**src/rtl/ddfs_seq_pkg.sv**
```systemverilog
// Shared types and constants for the DDFS note sequencer.
// Note entry layout, FSM states and slot register map.
package ddfs_seq_pkg;

  localparam int NOTE_PW = 30;
  localparam logic [15:0] ENV_ONE = 16'h4000;

  localparam logic [4:0] A_FREQ = 5'd0;
  localparam logic [4:0] A_PUSH = 5'd1;
  localparam logic [4:0] A_CTRL = 5'd2;
  localparam logic [4:0] A_ATK  = 5'd3;
  localparam logic [4:0] A_REL  = 5'd4;

  typedef struct packed {
    logic [NOTE_PW-1:0] freq;
    logic [15:0]        dur;
  } note_t;

  typedef enum logic [2:0] {
    S_IDLE,
    S_LOAD,
    S_ATTACK,
    S_SUSTAIN,
    S_RELEASE
  } state_t;

endpackage

```
**src/rtl/note_fifo.sv**
```systemverilog
// Synchronous note FIFO with flush; pop data is the registered head, visible the same cycle.
// No stall: a push while full is dropped (drop pulses) unless a pop or flush frees space.
module note_fifo #(
  parameter int W  = 46,
  parameter int AW = 4
) (
  input  logic          clk,
  input  logic          rst,
  input  logic          push,
  input  logic [W-1:0]  push_data,
  input  logic          pop,
  input  logic          flush,
  output logic [W-1:0]  pop_data,
  output logic          full,
  output logic          empty,
  output logic [AW:0]   count,
  output logic          drop
);

  localparam int DEPTH = 2 ** AW;

  logic [W-1:0]  mem [DEPTH];
  logic [AW-1:0] wr_ptr, rd_ptr, wr_idx;
  logic          do_push, do_pop;

  assign full     = (count == (AW+1)'(DEPTH));
  assign empty    = (count == '0);
  assign pop_data = mem[rd_ptr];

  // A flush frees the whole array first, so a push in the same cycle always lands.
  assign do_push = push & (flush | ~full | (pop & ~empty));
  assign do_pop  = pop & ~empty & ~flush;
  assign drop    = push & ~do_push;
  assign wr_idx  = flush ? '0 : wr_ptr;

  always_ff @(posedge clk) begin
    if (do_push) mem[wr_idx] <= push_data;
  end

  always_ff @(posedge clk) begin
    if (rst) begin
      wr_ptr <= '0;
      rd_ptr <= '0;
      count  <= '0;
    end else if (flush) begin
      rd_ptr <= '0;
      wr_ptr <= AW'(push);
      count  <= (AW+1)'(push);
    end else begin
      if (do_push) wr_ptr <= wr_ptr + 1'b1;
      if (do_pop)  rd_ptr <= rd_ptr + 1'b1;
      count <= count + (AW+1)'(do_push) - (AW+1)'(do_pop);
    end
  end

endmodule

```
**src/rtl/ddfs_note_seq.sv**
```systemverilog
// Plays queued {fccw, duration} notes back to back with an ASR envelope for the DDFS core.
// Note starts 1 cycle after LOAD; slot writes never stall, FIFO overflow drops the push and sets ovf.
module ddfs_note_seq
  import ddfs_seq_pkg::*;
#(
  parameter int PW       = NOTE_PW,
  parameter int FIFO_AW  = 4,
  parameter int TICK_DIV = 50000
) (
  input  logic          clk,
  input  logic          rst,
  input  logic          cs,
  input  logic          read,
  input  logic          write,
  input  logic [4:0]    addr,
  input  logic [31:0]   write_data,
  output logic [31:0]   read_data,
  output logic [PW-1:0] fccw,
  output logic [15:0]   env,
  output logic          busy,
  output logic          note_done
);

  localparam int PS_W = $clog2(TICK_DIV);
  localparam logic [PS_W-1:0] PS_LAST = PS_W'(TICK_DIV - 1);

  state_t           state, state_nx;
  logic [PW-1:0]    note_freq;
  logic [15:0]      atk_step, rel_step;
  logic             run, ovf;
  logic [15:0]      cur_dur, dur_cnt, dur_nx, dur_lim, env_nx, atk_val, rel_val;
  logic [16:0]      env_up, env_dn;
  logic [PS_W-1:0]  presc, presc_nx;
  logic             tick, load, dur_done, done_nx;
  logic             wr, push, flush, unused_sink;
  note_t            push_note, head;
  logic             fifo_full, fifo_empty, fifo_drop;
  logic [FIFO_AW:0] fifo_count;

  assign wr          = write & cs;
  assign push        = wr && (addr == A_PUSH);
  assign flush       = wr && (addr == A_CTRL) && write_data[1];
  assign push_note   = {NOTE_PW'(note_freq), write_data[15:0]};
  assign busy        = (state != S_IDLE);
  assign unused_sink = ^{read, write_data};

  note_fifo #(
    .W ($bits(note_t)),
    .AW(FIFO_AW)
  ) u_fifo (
    .clk      (clk),
    .rst      (rst),
    .push     (push),
    .push_data(push_note),
    .pop      (load),
    .flush    (flush),
    .pop_data (head),
    .full     (fifo_full),
    .empty    (fifo_empty),
    .count    (fifo_count),
    .drop     (fifo_drop)
  );

  always_ff @(posedge clk) begin
    if (rst) begin
      note_freq <= '0;
      atk_step  <= 16'h0400;
      rel_step  <= 16'h0400;
      run       <= 1'b0;
      ovf       <= 1'b0;
    end else begin
      if (wr) begin
        case (addr)
          A_FREQ:  note_freq <= write_data[PW-1:0];
          A_CTRL:  run       <= write_data[0];
          A_ATK:   atk_step  <= write_data[15:0];
          A_REL:   rel_step  <= write_data[15:0];
          default: ;
        endcase
      end
      if (fifo_drop)
        ovf <= 1'b1;
      else if (wr && (addr == A_CTRL) && write_data[2])
        ovf <= 1'b0;
    end
  end

  always_comb begin
    read_data = '0;
    case (addr)
      A_FREQ: read_data = {16'b0, 8'(fifo_count), 4'b0, ovf, fifo_full, fifo_empty, busy};
      A_CTRL: read_data = {31'b0, run};
      A_ATK:  read_data = {16'b0, atk_step};
      A_REL:  read_data = {16'b0, rel_step};
      default: read_data = '0;
    endcase
  end

  // Envelope steps saturate at both ends; a zero step means "jump to the limit".
  assign env_up   = {1'b0, env} + {1'b0, atk_step};
  assign env_dn   = {1'b0, env} - {1'b0, rel_step};
  assign atk_val  = (atk_step == '0 || env_up > {1'b0, ENV_ONE}) ? ENV_ONE : env_up[15:0];
  assign rel_val  = (rel_step == '0 || env_dn[16]) ? 16'd0 : env_dn[15:0];
  assign dur_lim  = (cur_dur == '0) ? 16'd1 : cur_dur;
  assign dur_done = ({1'b0, dur_cnt} + 17'd1) >= {1'b0, dur_lim};
  assign tick     = (state != S_IDLE) && (state != S_LOAD) && (presc == PS_LAST);

  always_comb begin
    state_nx = state;
    env_nx   = env;
    dur_nx   = dur_cnt;
    done_nx  = 1'b0;
    load     = 1'b0;
    presc_nx = (state == S_IDLE || state == S_LOAD || tick) ? '0 : presc + 1'b1;
    case (state)
      S_IDLE: begin
        if (run && !fifo_empty) state_nx = S_LOAD;
      end
      S_LOAD: begin
        load     = 1'b1;
        env_nx   = '0;
        dur_nx   = '0;
        state_nx = run ? S_ATTACK : S_RELEASE;
      end
      S_ATTACK: begin
        if (!run) begin
          state_nx = S_RELEASE;
        end else if (tick) begin
          env_nx = atk_val;
          dur_nx = dur_cnt + 1'b1;
          if (dur_done)
            state_nx = S_RELEASE;
          else if (atk_val == ENV_ONE)
            state_nx = S_SUSTAIN;
        end
      end
      S_SUSTAIN: begin
        if (!run) begin
          state_nx = S_RELEASE;
        end else if (tick) begin
          dur_nx = dur_cnt + 1'b1;
          if (dur_done) state_nx = S_RELEASE;
        end
      end
      S_RELEASE: begin
        if (tick) begin
          env_nx = rel_val;
          if (rel_val == '0) begin
            done_nx  = 1'b1;
            state_nx = (run && !fifo_empty) ? S_LOAD : S_IDLE;
          end
        end
      end
      default: state_nx = S_IDLE;
    endcase
  end

  always_ff @(posedge clk) begin
    if (rst) begin
      state     <= S_IDLE;
      fccw      <= '0;
      env       <= '0;
      cur_dur   <= '0;
      dur_cnt   <= '0;
      presc     <= '0;
      note_done <= 1'b0;
    end else begin
      state     <= state_nx;
      env       <= env_nx;
      dur_cnt   <= dur_nx;
      presc     <= presc_nx;
      note_done <= done_nx;
      if (load) begin
        fccw    <= PW'(head.freq);
        cur_dur <= head.dur;
      end
    end
  end

endmodule

```
**config.mk**
```make
export PLATFORM = sky130hd
export DESIGN_NAME = ddfs_note_seq
export DESIGN_NICKNAME = d
export VERILOG_FILES = /design/src/rtl/ddfs_seq_pkg.sv /design/src/rtl/note_fifo.sv /design/src/rtl/ddfs_note_seq.sv
export SDC_FILE = /design/constraint.sdc
export NUM_CORES = 1
export LEC_CHECK = 0
export CAP_MARGIN = 25
export CORE_UTILIZATION = 41
export DETAILED_ROUTE_END_ITERATION = 12
export PLACE_DENSITY_LB_ADDON = 0.1
export REMOVE_ABC_BUFFERS = 1
export SYNTH_ARGS = -nofsm -noshare
export SYNTH_HDL_FRONTEND = slang
export SYNTH_HIERARCHICAL = 1
export SYNTH_SLANG_ARGS = --single-unit
export TNS_END_PERCENT = 50
```
**constraint.sdc**
```tcl
create_clock -name clk -period 8.5 [get_ports clk]
set_input_delay 1.7 -clock clk [delete_from_list [all_inputs] [get_ports clk]]
set_output_delay 1.7 -clock clk [all_outputs]
set_load 0.03 [all_outputs]
```
# --- Word level (Yosys, flattened, before mapping) ---
# Memories as Yosys holds them, arrays and structs flattened. A register that Yosys moved wholly into a read port is not among the register bits.
# Index checks and enable logic that the tools add are counted.
word_totals:
  wordCells: 132
  mem_count: 1
  mem_bits_rw: 736
  ff_bits: 129
classes:
  reduce_logical: 35
  n_bitwise: 13
  mux: 34
  n_eq_ne: 23
  n_addsub: 9
  order_cmp: 2
memory_table:
  columns: ["name", "depth", "word_bits", "read_ports", "rd_ports_with_merged_regs", "wr", "line_no", "source"]
  rows:
  - ["u_fifo.mem", 16, 46, 1, 1, 1, "note_fifo.sv:22", "logic [W-1:0] mem [DEPTH];"]
op_table:
  columns: ["op", "n"]
  rows:
  - ["16-bit 2-to-1 mux", 8]
  - ["16-bit logical NOT", 4]
  - ["16-bit case mux with 4 select lines", 1]
  - ["16-bit case mux with 3 select lines", 1]
  - ["3-bit 2-to-1 mux", 11]
  - ["16-bit by 1-bit adder with 16-bit output, second input constant", 2]
  - ["16-bit case mux with 2 select lines", 1]
  - ["16-bit by 1-bit adder with 17-bit output, second input constant", 1]
  - ["16-bit by 16-bit adder with 17-bit output", 1]
  - ["17-bit by 16-bit >= comparator with 1-bit output", 1]
  - ["17-bit by 15-bit > comparator with 1-bit output, second input constant", 1]
  - ["16-bit by 16-bit subtractor with 17-bit output", 1]
  - ["16-bit by 15-bit equality test with 1-bit output, second input constant", 1]
  - ["16-bit equality test, second input constant", 1]
  - ["3-bit case mux with 5 select lines", 1]
  - ["5-bit by 2-bit equality test with 1-bit output, second input constant", 2]
  - ["5-bit logical NOT", 2]
  - ["1-bit 2-to-1 mux", 10]
  - ["3-bit inequality test, second input constant", 3]
  - ["4-bit by 1-bit adder with 4-bit output, second input constant", 2]
  - ["2-bit inequality test, second input constant", 4]
  - ["2-bit AND reduction", 4]
  - ["1-bit logical AND", 7]
  - ["7-bit AND reduction", 1]
  - ["24 further kinds", 45]

# --- Depth between registers and ports, before layout ---
depth:
  depth_word: 10
  depth_mapped: 16

# --- Modules after synthesis ---
# The synthesis kept the hierarchy.
modules_own_cells:
  columns: ["module", "area_each_um2", "cells_per_inst", "n_inst"]
  rows:
  - ["note_fifo", 28416.0, 1239, 1]
  - ["ddfs_note_seq", 9165.0, 1215, 1]

# --- Least setup slack after synthesis ---
# No wires, ideal clock.
synth_timing:
  path_type: "input to register"
  startpoint: "input port addr[3]"
  endpoint: "memory u_fifo.mem[12][0], enable pin"
  setup_time_ns: 0.450
  path_slack_ns: 3.174
  n_path_buf: 1
  cell_stages: 6
  arrival_time_ns: 4.876
  cell_sequence: "or3_1 -> nor2_1 -> and4b_1 -> clkbuf_1 -> o21ai_0 -> nor2_1"
synth_between:
  elab_chain_len: 8
  word_cells_on_any_way: 11
  cone_classes: "2 x eq/ne; 3 x mux; 3 x bitwise; 3 x reduce/logical"
synth_lines:
  columns: ["item", "line_no", "source"]
  rows:
  - ["from (decl)", "ddfs_note_seq.sv:15", "input logic [4:0] addr,"]
  - ["5-bit by 2-bit equality test with 1-bit output (*)", "ddfs_note_seq.sv:42", "assign flush = wr && (addr == A_CTRL) && write_data[1];"]
  - ["1-bit logical AND (*) (2 in series)", "ddfs_note_seq.sv:42", null]
  - ["named net flush", "ddfs_note_seq.sv:35", "logic wr, push, flush, unused_sink;"]
  - ["1-bit bitwise OR (2 in series)", "note_fifo.sv:31", "assign do_push = push & (flush | ~full | (pop & ~empty));"]
  - ["1-bit AND", "note_fifo.sv:31", null]
  - ["1-bit 2-to-1 mux", "note_fifo.sv:37", "if (do_push) mem[wr_idx] <= push_data;"]
  - ["1-bit 2-to-1 mux (not written as such)", "note_fifo.sv:37", null]
  - ["to (decl)", "note_fifo.sv:22", null]
# The timed path passes the listed nets; every way through them passes the cells marked *.

# --- Worst setup path in the final report ---
layout_timing:
  startpoint: "input port addr[3]"
  endpoint: "output port read_data[0]"
layout_between:
  elab_chain_len: 2
  word_cells_on_any_way: 5
  cone_classes: "3 x eq/ne; 1 x mux; 1 x reduce/logical"
layout_lines:
  columns: ["item", "line_no", "source"]
  rows:
  - ["5-bit by 3-bit equality test with 1-bit output, or another cell as far along", "ddfs_note_seq.sv:90", "case (addr)"]
  - ["16-bit case mux with 4 select lines (*)", "ddfs_note_seq.sv:90", null]
  - ["to (decl)", "ddfs_note_seq.sv:17", "output logic [31:0] read_data,"]
# Mark *: on every way between the ends. The rest lies on a longest branch, timed or not.

==> flow_metrics.py <==
metrics = {
    "grt": {
        "grt_pass1_vias": 22302,
        "grt_max_degree": 101,
        "antenna_found_initial": 6,
        "grt.total_usage_pct": 20.7,
        "gr-total-overflow": 0,
        "grt_pass1_wl_um": 143000,
    },
    "critical_path": {
        "cp_max_fo": 10,
        "cpPeakStageDelay_ns": 0.85,
        "crit_family": "simple AND/OR/NAND/NOR gates",
        "crit_arrival_ns": 4.54,
        "slowest_stage": "nor3_2",
        "required_ns": 6.80,
        "worstSetupStartpointType": "primary input",
        "worst_setup_path_end_kind": "output pin",
        "worstPathCellList": "clkdlybuf4s50_1 > or3_1 > nor3_2 > a22oi_1 > nand3_1 > clkdlybuf4s50_1",
        "cpMostUsedCell": "clkdlybuf4s50_1",
        "crit_buf_inv": 2,
        "critPathKind": "primary input to output pin",
    },
    "power_and_ir_drop": {
        "seq_power_share_pct": 45.0,
        "pwr-share-clk_pct": 38.2,
        "combPwrFrac_pct": 16.7,
        "switchingPower_mw": 2.98,
        "p_int_mw": 8.16,
        "peakVddDrop_uv": 168,
        "leakage_nw": 14.7,
        "p_per_area_mw_per_mm2": 257,
        "p_sw_share_pct": 26.7,
    },
    "drt": {
        "first_pass_iters": 5,
        "drc": 0,
        "ant_nets": 0,
        "drt_wl_total_um": 95800,
        "drtIter0Drc": 1782,
        "via_per_inst": 5.70,
        "wl_per_cell_um": 25.0,
        "routed-via-count": 21885,
    },
    "yosys": {
        "yosysWarningCount": 6,
        "netlist_area_sq_mm": 0.0376,
        "synthArstFlopShare_pct": 0,
        "synth_ff_type": "edfxtp_1",
        "yosysSeqAreaShare_pct": 68.3,
        "syn_area_per_cell_sq_um": 15.3,
        "synth_edf_count": 736,
        "ys_types": 77,
        "synth_seq_cells": 915,
        "syn_inst": 2454,
    },
    "sta": {
        "setup_ws_ns": 2.26,
        "rsz0062_at_grt": "false",
        "fmax_mhz": 160,
        "post-route-period-util_pct": 73.4,
        "fin_worst_skew_ns": 0.0490,
        "worstMarginPinSlew_ns": 1.10,
        "fin_tns_setup_ns": 0,
        "period_needed_ns": 6.24,
        "relSlewSlack_pct": 26.6,
        "hold_violations": 0,
        "finalSetupViolCount": 0,
        "drv_slew": 0,
    },
    "floorplan": {
        "start_util_pct": 41.6,
        "die_h_um": 305,
        "coreArea_sq_mm": 0.0904,
        "num_rows": 110,
        "dieArea_sq_mm": 0.0929,
        "fp.dieW_um": 305,
        "pin_count": 122,
    },
    "placement": {
        "pre_cts_slack_ns": 2.34,
        "dpl.hpwl_um": 54900,
        "dp.cells": 3646,
        "port_buffers": 102,
        "gp_congestion": 0.864,
    },
    "layout": {
        "drive_above_1_share_pct": 15.8,
        "layout.cells.non_filler": 3837,
        "fillers": 7669,
        "mostFrequentLayoutCell": "edfxtp_1",
        "layout.nets": 2677,
        "multi_input_area_sq_mm": 0.0112,
        "most-common-layout-cells": "edfxtp_1, nand2_1, mux4_2",
        "syn2layout_area_growth_pct": 15.4,
        "ff_latch_area_sq_mm": 0.0257,
    },
    "run_status": {
        "status": "complete, no violations",
    },
    "clock_network": {
        "cts_resized": 0,
        "cts_hold_buf": 0,
        "htreeDepth": 3,
        "cts_tree": "yes",
        "clock-root-buffer": "clkbuf_16",
        "clock_latency_ns": 0.66,
        "post_cts.repair.setup_buffers": 0,
        "clock_sinks": 915,
        "cts.path.max_buffers": 3,
        "cts_buffers": 98,
        "clkTransAtPathRegs_ns": 0.05,
    },
    "min_path": {
        "holdCritPathClass": "register to register",
    },
    "job": {
        "cap_violations": 0,
    },
}
[flip-flops by register name (all words and copies together), names as in the netlist, named ones only]
name / count
atk_step: 16
cur_dur: 16
dur_cnt: 16
env: 16
fccw: 30
note_done: 1
note_freq: 30
ovf: 1
presc: 16
rel_step: 16
run: 1
state: 3
u_fifo/count: 5
u_fifo/mem: 736
u_fifo/rd_ptr: 4
u_fifo/wr_ptr: 4
[worst register-to-register path: cells and delay by family, from the launching register on]
kind / cells / cell delay [ns]
simple gates: 5 / 2.27
buf+inv: 2 / 1.39
flops: 1 / 0.39
[power by group through the flow]
stage	Sequential (mW)	Clock (mW)	Combinational [mW]
2_1_floorplan	5.27	0	1.18
3_3_place_gp	5.11	0	1.84
3_5_place_dp	5.12	0	1.86
4_1_cts	5.02	4.35	1.87
5_1_grt	5.04	4.53	2.03
6_report	5.02	4.26	1.87
[cell usage after synthesis (all sizes together), types with 27 or more instances]
library cell    n  area share [%]
dfxtp         179             9.5
edfxtp        736              59
xnor2          27            0.63
a22oi         102             2.0
nand3          37            0.49
mux4          184              11
ha             58             1.9
nand2         327             3.3
o21ai          42            0.56
buf            57             1.0
nor2          109             1.1
a21oi         163             2.2
clkbuf         87            0.87
inv            60            0.60
[cell type report]
type / count / area share (%)
Sequential cell: 915 / 59.2
Multi-Input combinational cell: 1350 / 25.8
Clock buffer: 135 / 6.30
Timing Repair Buffer: 149 / 3.58
Tap cell: 1176 / 3.39
Clock inverter: 49 / 1.17
Inverter: 60 / 0.519
Antenna cell: 3 / 0.0173
[layer usage]
metal	global-route usage [%]	wire length (um)	up-vias
met1	29.1	43200	11418
met3	3.57	5090	135
met5	0	48	-
li1	-	-	9739
met4	5.67	1920	8
met2	33.1	45600	585
[per-stage QoR]
step / total power, mW / instance area (sq um) / utilization (%) / hold slack (ns)
after global placement: 6.95 / 39900 / 44.1 / 0.421
after floorplan: 6.46 / 36900 / - / 0.413
after CTS: 11.2 / 43300 / 47.8 / 0.451
final: 11.1 / 43400 / 48.0 / 0.448
after global routing: 11.6 / 43400 / 48.0 / 0.477
after detailed placement: 6.98 / 40000 / 44.3 / 0.444
[cells by family (layout without fill, tap and decap cells)]
logic type | count (synthesis) | in the layout | synth area share, %
and+or+nand+nor | 619 | 619 | 7.47
AOI/OAI and AO/OA | 414 | 414 | 7.25
other | 1 | 19 | 0.00998
DFF | 915 | 915 | 68.3
buffers and inverters | 204 | 393 | 2.48
adders and majority gates | 61 | 61 | 2.09
xor gates and xnor gates | 51 | 51 | 1.19
muxes | 189 | 189 | 11.2
[worst paths after layout]
path	slack, ns	cells past startpoint	end	from
worst max-delay path	2.26	6	read_data[0]	addr[3]
worst min register to register	0.45	1	presc[0]	presc[0]
worst min-delay path	0.45	1	presc[0]	presc[0]
worst max register to register	4.10	7	u_fifo/mem[13][30]	state[2]
(Power assumes the default switching activity.)
